==> config.mk <==
export PLATFORM = sky130hd
export DESIGN_NAME = sap_sequencer
export DESIGN_NICKNAME = d
export VERILOG_FILES = /design/src/rtl/sap_pkg.sv /design/src/rtl/sap_microcode_rom.sv /design/src/rtl/sap_sequencer.sv
export SDC_FILE = /design/constraint.sdc
export NUM_CORES = 1
export LEC_CHECK = 0
export CORE_MARGIN = 2
export CORE_UTILIZATION = 43
export CTS_CLUSTER_DIAMETER = 50
export DETAILED_ROUTE_END_ITERATION = 10
export PLACE_DENSITY = 0.93
export SLEW_MARGIN = 20
export SYNTH_ARGS = -nofsm -noshare
export SYNTH_HDL_FRONTEND = slang
export SYNTH_SLANG_ARGS = --single-unit
export TNS_END_PERCENT = 20
==> constraint.sdc <==
create_clock -name clk -period 3.9 [get_ports clk]
set_input_delay 1.17 -clock clk [delete_from_list [all_inputs] [get_ports clk]]
set_output_delay 1.17 -clock clk [all_outputs]
set_load 0.05 [all_outputs]
==> src/rtl/sap_pkg.sv <==
// Shared definitions for the SAP control sequencer: control-bit positions,
// opcode values, stage type and fetch length.
// Optional feature macro: SAP_SEQ_FAST_FETCH_EN (two-stage fetch).
package sap_pkg;

  // Control word bit positions
  localparam int B_HLT        = 15;
  localparam int B_PC_INC     = 14;
  localparam int B_PC_EN      = 13;
  localparam int B_PC_LOAD    = 12;
  localparam int B_MAR_LOAD   = 11;
  localparam int B_MEM_EN     = 10;
  localparam int B_MEM_WE     = 9;
  localparam int B_IR_LOAD    = 8;
  localparam int B_IR_EN      = 7;
  localparam int B_A_LOAD     = 6;
  localparam int B_A_EN       = 5;
  localparam int B_B_LOAD     = 4;
  localparam int B_ALU_SUB    = 3;
  localparam int B_ALU_EN     = 2;
  localparam int B_OUT_LOAD   = 1;
  localparam int B_FLAGS_LOAD = 0;

  // Defined opcodes; every other code behaves as NOP
  localparam int OP_LDA = 0;
  localparam int OP_ADD = 1;
  localparam int OP_SUB = 2;
  localparam int OP_STA = 3;
  localparam int OP_LDI = 4;
  localparam int OP_JMP = 5;
  localparam int OP_JC  = 6;
  localparam int OP_JZ  = 7;
  localparam int OP_OUT = 14;
  localparam int OP_HLT = 15;

  // Natural stage counter type (T0..T5 fits in three bits)
  typedef logic [2:0] stage_t;

`ifdef SAP_SEQ_FAST_FETCH_EN
  localparam int FETCH_LEN = 2;
`else
  localparam int FETCH_LEN = 3;
`endif

  // Longest instruction (ADD/SUB) has three execute steps
  localparam int MAX_STAGE = FETCH_LEN + 2;

  // Run / halt state of the sequencer
  typedef enum logic {
    SEQ_RUN  = 1'b0,
    SEQ_HALT = 1'b1
  } seq_state_t;

endpackage

==> src/rtl/sap_microcode_rom.sv <==
// Combinational microcode table: (stage, opcode, flags) -> control word,
// end-of-instruction marker and halt request. Stages past the longest
// instruction decode to an all-zero word.
// Optional feature macro: SAP_SEQ_FAST_FETCH_EN (two-stage fetch).
module sap_microcode_rom
  import sap_pkg::*;
#(
  parameter int OP_W    = 4,
  parameter int STAGE_W = 3
) (
  input  logic [STAGE_W-1:0] stage,
  input  logic [OP_W-1:0]    opcode,
  input  logic               flag_z,
  input  logic               flag_c,
  output logic [15:0]        ctrl,
  output logic               instr_end,
  output logic               is_hlt
);

  logic op_lda, op_add, op_sub, op_sta, op_ldi;
  logic op_jmp, op_jc, op_jz, op_out, op_hlt;
  int   st;
  int   step;

  // Full-width opcode compares against zero-extended constants
  assign op_lda = (opcode == OP_W'(OP_LDA));
  assign op_add = (opcode == OP_W'(OP_ADD));
  assign op_sub = (opcode == OP_W'(OP_SUB));
  assign op_sta = (opcode == OP_W'(OP_STA));
  assign op_ldi = (opcode == OP_W'(OP_LDI));
  assign op_jmp = (opcode == OP_W'(OP_JMP));
  assign op_jc  = (opcode == OP_W'(OP_JC));
  assign op_jz  = (opcode == OP_W'(OP_JZ));
  assign op_out = (opcode == OP_W'(OP_OUT));
  assign op_hlt = (opcode == OP_W'(OP_HLT));

  // Decode the current micro-step into strobes
  always_comb begin
    ctrl      = '0;
    instr_end = 1'b0;
    is_hlt    = 1'b0;
    st        = int'(stage);
    step      = st - FETCH_LEN;

    if (st < FETCH_LEN) begin
`ifdef SAP_SEQ_FAST_FETCH_EN
      if (st == 0) begin
        ctrl[B_PC_EN]    = 1'b1;
        ctrl[B_MAR_LOAD] = 1'b1;
        ctrl[B_PC_INC]   = 1'b1;
      end else begin
        ctrl[B_MEM_EN]  = 1'b1;
        ctrl[B_IR_LOAD] = 1'b1;
      end
`else
      if (st == 0) begin
        ctrl[B_PC_EN]    = 1'b1;
        ctrl[B_MAR_LOAD] = 1'b1;
      end else if (st == 1) begin
        ctrl[B_PC_INC] = 1'b1;
      end else begin
        ctrl[B_MEM_EN]  = 1'b1;
        ctrl[B_IR_LOAD] = 1'b1;
      end
`endif
    end else if (step == 0) begin
      // First execute step: the only one where flags matter
      if (op_lda || op_add || op_sub || op_sta) begin
        ctrl[B_IR_EN]    = 1'b1;
        ctrl[B_MAR_LOAD] = 1'b1;
      end else if (op_ldi) begin
        ctrl[B_IR_EN]  = 1'b1;
        ctrl[B_A_LOAD] = 1'b1;
        instr_end      = 1'b1;
      end else if (op_jmp || (op_jc && flag_c) || (op_jz && flag_z)) begin
        ctrl[B_IR_EN]   = 1'b1;
        ctrl[B_PC_LOAD] = 1'b1;
        instr_end       = 1'b1;
      end else if (op_out) begin
        ctrl[B_A_EN]     = 1'b1;
        ctrl[B_OUT_LOAD] = 1'b1;
        instr_end        = 1'b1;
      end else if (op_hlt) begin
        ctrl[B_HLT] = 1'b1;
        is_hlt      = 1'b1;
      end else begin
        // Untaken conditional jump or NOP: empty step, then fetch
        instr_end = 1'b1;
      end
    end else if (step == 1) begin
      if (op_lda) begin
        ctrl[B_MEM_EN] = 1'b1;
        ctrl[B_A_LOAD] = 1'b1;
        instr_end      = 1'b1;
      end else if (op_add || op_sub) begin
        ctrl[B_MEM_EN] = 1'b1;
        ctrl[B_B_LOAD] = 1'b1;
      end else if (op_sta) begin
        ctrl[B_A_EN]   = 1'b1;
        ctrl[B_MEM_WE] = 1'b1;
        instr_end      = 1'b1;
      end else begin
        // IR changed under a running instruction: return to fetch quietly
        instr_end = 1'b1;
      end
    end else if (step == 2) begin
      if (op_add || op_sub) begin
        ctrl[B_ALU_EN]     = 1'b1;
        ctrl[B_A_LOAD]     = 1'b1;
        ctrl[B_FLAGS_LOAD] = 1'b1;
        ctrl[B_ALU_SUB]    = op_sub;
      end
      instr_end = 1'b1;
    end
  end

endmodule

==> src/rtl/sap_sequencer.sv <==
// SAP control sequencer top: stage counter, sticky halt state and the
// output mux around the microcode table. State advances on the falling
// clock edge so the control word is settled for the datapath rising edge.
// Optional feature macro: SAP_SEQ_FAST_FETCH_EN (two-stage fetch).
module sap_sequencer
  import sap_pkg::*;
#(
  parameter int OP_W    = 4,
  parameter int CW_W    = 16,
  parameter int STAGE_W = $bits(stage_t)
) (
  input  logic               clk,
  input  logic               rst,
  input  logic [OP_W-1:0]    opcode,
  input  logic               flag_z,
  input  logic               flag_c,
  output logic [CW_W-1:0]    ctrl,
  output logic [STAGE_W-1:0] stage,
  output logic               instr_end,
  output logic               halted
);

  logic [STAGE_W-1:0] stage_reg;
  seq_state_t         state_reg;
  logic [15:0]        rom_ctrl;
  logic               rom_end;
  logic               rom_hlt;
  logic               stage_bad;

  sap_microcode_rom #(
    .OP_W    (OP_W),
    .STAGE_W (STAGE_W)
  ) u_rom (
    .stage     (stage_reg),
    .opcode    (opcode),
    .flag_z    (flag_z),
    .flag_c    (flag_c),
    .ctrl      (rom_ctrl),
    .instr_end (rom_end),
    .is_hlt    (rom_hlt)
  );

  // Any stage beyond the longest instruction is a corrupted count
  assign stage_bad = (int'(stage_reg) > MAX_STAGE);

  // Stage counter and halt FSM, falling-edge, reset has top priority
  always_ff @(negedge clk) begin
    if (rst) begin
      stage_reg <= '0;
      state_reg <= SEQ_RUN;
    end else if (state_reg == SEQ_RUN) begin
      if (stage_bad) begin
        stage_reg <= '0;
      end else if (rom_hlt) begin
        // Stage stays on the HLT step while halted
        state_reg <= SEQ_HALT;
      end else if (rom_end) begin
        stage_reg <= '0;
      end else begin
        stage_reg <= stage_reg + STAGE_W'(1);
      end
    end
  end

  // Output mux: halt word overrides, corrupted stages emit nothing
  always_comb begin
    ctrl      = '0;
    instr_end = 1'b0;
    if (state_reg == SEQ_HALT) begin
      ctrl[B_HLT] = 1'b1;
    end else if (!stage_bad) begin
      ctrl[15:0] = rom_ctrl;
      instr_end  = rom_end;
    end
  end

  assign stage  = stage_reg;
  assign halted = (state_reg == SEQ_HALT);

endmodule

==> results by group, run 1 <==
Floorplan
  • Overall die width: 41.88 um
  • Initial Util: 46.82%
  • Std cell rows: 13
  • Die height: 41.88 um
  • Ports: 29

Synthesis
  • EDFF count, synth: 0
  • Synth top area share: 12.98%
  • Synth top area cells: dfxtp_1 (13%), ha_1 (10%), nor2_1 (7.3%)
  • Netlist cell types: 38
  • Synth warn: 0
  • Syn_nets: 93
  • Seq/Total Area, Yosys: 12.98%
  • Synth Area in Simple Gates: 37.12%
  • Synth Instances: 80
  • Leading area contributor after synthesis: dfxtp_1
  • Synth Flop Type: dfxtp_1
  • Most frequent cell after synthesis: nor2_1
  • Mapped Area: 616.8 um^2
  • Adder-Cell Fraction of Synth Area: 10.14%
  • XOR/XNOR Fraction of Synth Area: 2.840%
  • Largest family of logic cells by synthesized area: simple AND/OR/NAND/NOR gates
  • Top cells by instance count after synthesis: nor2_1 (12), inv_1 (7), ha_1 (5)
  • Mean Syn Cell Area: 7.711 um^2
  • Mux share of post-synthesis cell area: 1.623%
  • Async set-reset flop share out of synthesis: 0%
  • Synth Area in Compound Gates: 25.96%
  • Yosys reg bits: 4

Run status
  • Stopped at: 3_5_place_dp
  • Stop err: [ERROR DPL-0038] Utilization greater than 100%, impossible to legalize
  • Outcome: did not finish

Placement
  • Routability cong.: 0.9025
  • Port bufs: 28
-- cells by family after synthesis --
kind of cell / Yosys count
simple gates: 37
compound gates: 20
buf+inv: 11
fa+ha+maj: 5
flops: 4
xor+xnor: 2
mux: 1
-- stage by stage --
stage             hold slack [ps]  instances  setup slack, ps  area (um^2)
global placement            616.9        147           -983.8         1421
floorplan                   646.2         80            -1315        737.0
==> run 2, diff against run 1 <==
--- a/config.mk
+++ b/config.mk
@@ -5,11 +5,10 @@
 export SDC_FILE = /design/constraint.sdc
 export NUM_CORES = 1
 export LEC_CHECK = 0
-export CORE_MARGIN = 2
-export CORE_UTILIZATION = 43
-export CTS_CLUSTER_DIAMETER = 50
+export CORE_AREA = 2 2 63 65
 export DETAILED_ROUTE_END_ITERATION = 10
-export PLACE_DENSITY = 0.93
+export DIE_AREA = 0 0 65 67
+export PLACE_DENSITY_LB_ADDON = 0.15
 export SLEW_MARGIN = 20
 export SYNTH_ARGS = -nofsm -noshare
 export SYNTH_HDL_FRONTEND = slang
==> run 2 against run 1 <==
Synthesized cell count is the same. The flow now finishes, with violations (negative setup slack). Synthesized area stayed put.
==> results by group, run 2 <==
Run status
  • Outcome: complete, but fails checks (was did not finish)
  • Failing checks: negative setup slack

Setup path
  • Worst Path Max Fanout: 4
  • Crit-path cells: ha_4, inv_2, ha_4, nor4b_4, o2111ai_2, buf_6, o22ai_4, buf_12
  • Crit-path slowest cell: dfxtp_4
  • R2r worst-path depth: 7
  • Critical path data arrival time: 3950 ps
  • Worst Path Required: 2730 ps
  • Worst flop-to-flop path startpoint: stage[1]$_SDFFE_NP0P_
  • Internal reg-to-reg setup slack: 2110 ps
  • Critical Path Start: stage[0]$_SDFFE_NP0P_
  • CP most frequent cell: ha_4
  • Max incr delay on CP: 360 ps
  • RR Endpoint: stage[1]$_SDFFE_NP0P_
  • Crit path kind: flip-flop to primary output
  • Crit. End Element: primary output
  • Startpoint Class: flip-flop

Placement
  • Port bufs: 28 (unchanged)
  • Worst slack at placement: -994.8 ps
  • Routability cong.: 0.8555 (was 0.9025)
  • Post-DP HPWL: 1767 um

GRT
  • First-pass GRT wire length: 4015 um
  • Vias in the first global route: 857
  • Gr usage total: 11.49%
  • Largest net degree at the start of global routing: 12
  • Initial antenna violation count: 0
  • Grt total ovfl: 0

Clock tree
  • Clock Path Buffers: 2
  • Later-pin clock latency in the skew report: 280 ps
  • CTS sink cnt: 4
  • Hold Buf Count CTS: 0
  • CTS tree: yes
  • Total CTS buffers: 3
  • Clk pin slew, worst setup/hold paths: 30 ps
  • H-tree Lvls: 1
  • CTS Root Buffer Type: clkbuf_8

Drt
  • Via/cell ratio: 4.364
  • Met3 routed WL: 71 um
  • Via count: 816
  • DRT iter0 DRCs: 14
  • Antenna viol nets, final: 0
  • Per-cell routed wire length: 11.49 um
  • DRT Pass-1 Iters: 4
  • Uppermost routed layer: met4
  • Met2 routed WL: 1107 um
  • Drt drc: 0
  • M1 wire length: 958 um
  • Final wirelength: 2148 um

Synthesis
  • Async set-reset flop share out of synthesis: 0% (unchanged)
  • Syn_nets: 93 (unchanged)
  • Mean Syn Cell Area: 7.711 um^2 (unchanged)
  • Top cells by instance count after synthesis: nor2_1 (12), inv_1 (7), ha_1 (5) (unchanged)
  • EDFF count, synth: 0 (unchanged)
  • Yosys reg bits: 4 (unchanged)
  • Synth warn: 0 (unchanged)
  • Mapped Area: 616.8 um^2 (unchanged)
  • Synth top area share: 12.98% (unchanged)
  • Netlist cell types: 38 (unchanged)
  • Synth Instances: 80 (unchanged)
  • Seq/Total Area, Yosys: 12.98% (unchanged)
  • Synth top area cells: dfxtp_1 (13%), ha_1 (10%), nor2_1 (7.3%) (unchanged)
  • Leading area contributor after synthesis: dfxtp_1 (unchanged)
  • Synth Flop Type: dfxtp_1 (unchanged)
  • Most frequent cell after synthesis: nor2_1 (unchanged)

Layout
  • Proportion of layout cells with a drive suffix above 1: 64.03%
  • Max reg flops: 3
  • Synthesis-to-layout area growth: 163.5%
  • Area of the multi-input gates: 660.6 um^2
  • Sequential cell area: 95.09 um^2
  • Most frequent cells in the layout: buf_4 (25), buf_12 (22), inv_1 (8)
  • Filler cell count: 337
  • Most common cell after layout, fill and taps aside: buf_4
  • Nets: 154
  • # diodes: 0

Floorplan
  • Ports: 29 (unchanged)
  • Initial Util: 17.11% (was 46.82%)
  • Die height: 67 um (was 41.88 um)
  • Die Area: 0.004355 mm^2
  • Std cell rows: 22 (was 13)
  • Core Region: 0.003606 mm^2
  • Overall die width: 65 um (was 41.88 um)

Timing
  • Fin worst setup slack: -1221 ps
  • Fin. Hold Viols: 0
  • RSZ-0062 raised after global routing: yes
  • Final clock skew: 5.226 ps
  • Max Slew Vio Count: 0
  • Relative slew slack: 75.65%
  • Fin Setup TNS: -20,060 ps
  • Setup violators final: 24
  • Worst-margin pin slew: 363.7 ps

Min path
  • Worst Hold End: stage[2]$_SDFFE_NP0P_
  • Hold Path Origin: stage[2]$_SDFFE_NP0P_
  • Hold-critical path depth: 2
  • HP Class: flip-flop to flip-flop

Pwr
  • VDD IR max: 0.1573 mV
  • Pwr/cell area: 232.1 mW/mm^2
  • Final Power: 0.3772 mW
  • Lkg Pwr: 0.6826 nW

Job
  • Max_cap viols: 0
## run 2: cell counts after synthesis
Identical to the previous run, type by type.
## run 2: worst max path at each step
stage               endpoint  slack [ps]  cells after the start
floorplan           ctrl[12]       -1310                      7
global placement     ctrl[5]        -980                      8
CTS                 ctrl[11]       -1250                      9
detailed placement   ctrl[2]        -990                      8
global route         ctrl[2]       -1340                      8
finish               ctrl[5]       -1220                      8
## run 2: metal layers
metal / track usage, % / vias up
met5: 0 / -
met4: 3.723 / 0
met3: 1.520 / 2
met2: 18.17 / 15
met1: 15.96 / 387
li1: - / 412
## run 2: repair_timing
| item | in CTS | in global routing |
|---|---|---|
| pin swaps | 10 | 10 |
| buffers inserted | 1 | 1 |
| resized for setup | 16 | 12 |
| endpoints found under the setup margin | 25 | 25 |
## run 2: stage by stage
stage	utilization [%]	cell area [um^2]	std cells	hold slack [ps]
global placement	40.35	1455	179	654.0
CTS	43.65	1574	186	662.7
detailed placement	40.35	1455	179	656.2
floorplan	-	737.0	80	646.2
finish	45.07	1625	187	657.1
global route	45.07	1625	187	702.3
## run 2: worst max-delay path: cells and delay by family (launching register included)
kind	cells	cell delay [ps]
AO/OA/AOI/OAI	2	340
adder cells (fa/ha/maj)	2	410
buffers and inverters	3	380
flip-flops	1	360
AND/OR/NAND/NOR	1	240
## run 2: report_power, final
group	internal [mW]	switching (mW)	leakage, nW
clock network	0.0716	0.0304	0.0429
registers	0.0439	0.00402	0.0356
logic	0.113	0.115	0.604
total	0.228	0.149	0.683
## run 2: area by class of cell
type | instances | share of cell area (%)
Sequential cell | 4 | 5.851
Multi-Input combinational cell | 65 | 40.65
Clock inverter | 4 | 0.9238
Timing Repair Buffer | 57 | 44.96
Tap cell | 48 | 3.695
Clock buffer | 3 | 2.540
Inverter | 6 | 1.386
## run 2: cells by family (layout without fill, tap and decap cells)
kind of cell / after synthesis / count (layout) / synth area share (%)
and+or+nand+nor: 37 / 37 / 37.12
AOI/OAI and AO/OA: 20 / 20 / 25.96
buffers and inverters: 11 / 70 / 9.330
adders and majority gates: 5 / 5 / 10.14
DFF: 4 / 4 / 12.98
xor gates and xnor gates: 2 / 2 / 2.840
muxes: 1 / 1 / 1.623
Power figures use the tool's default switching activity.
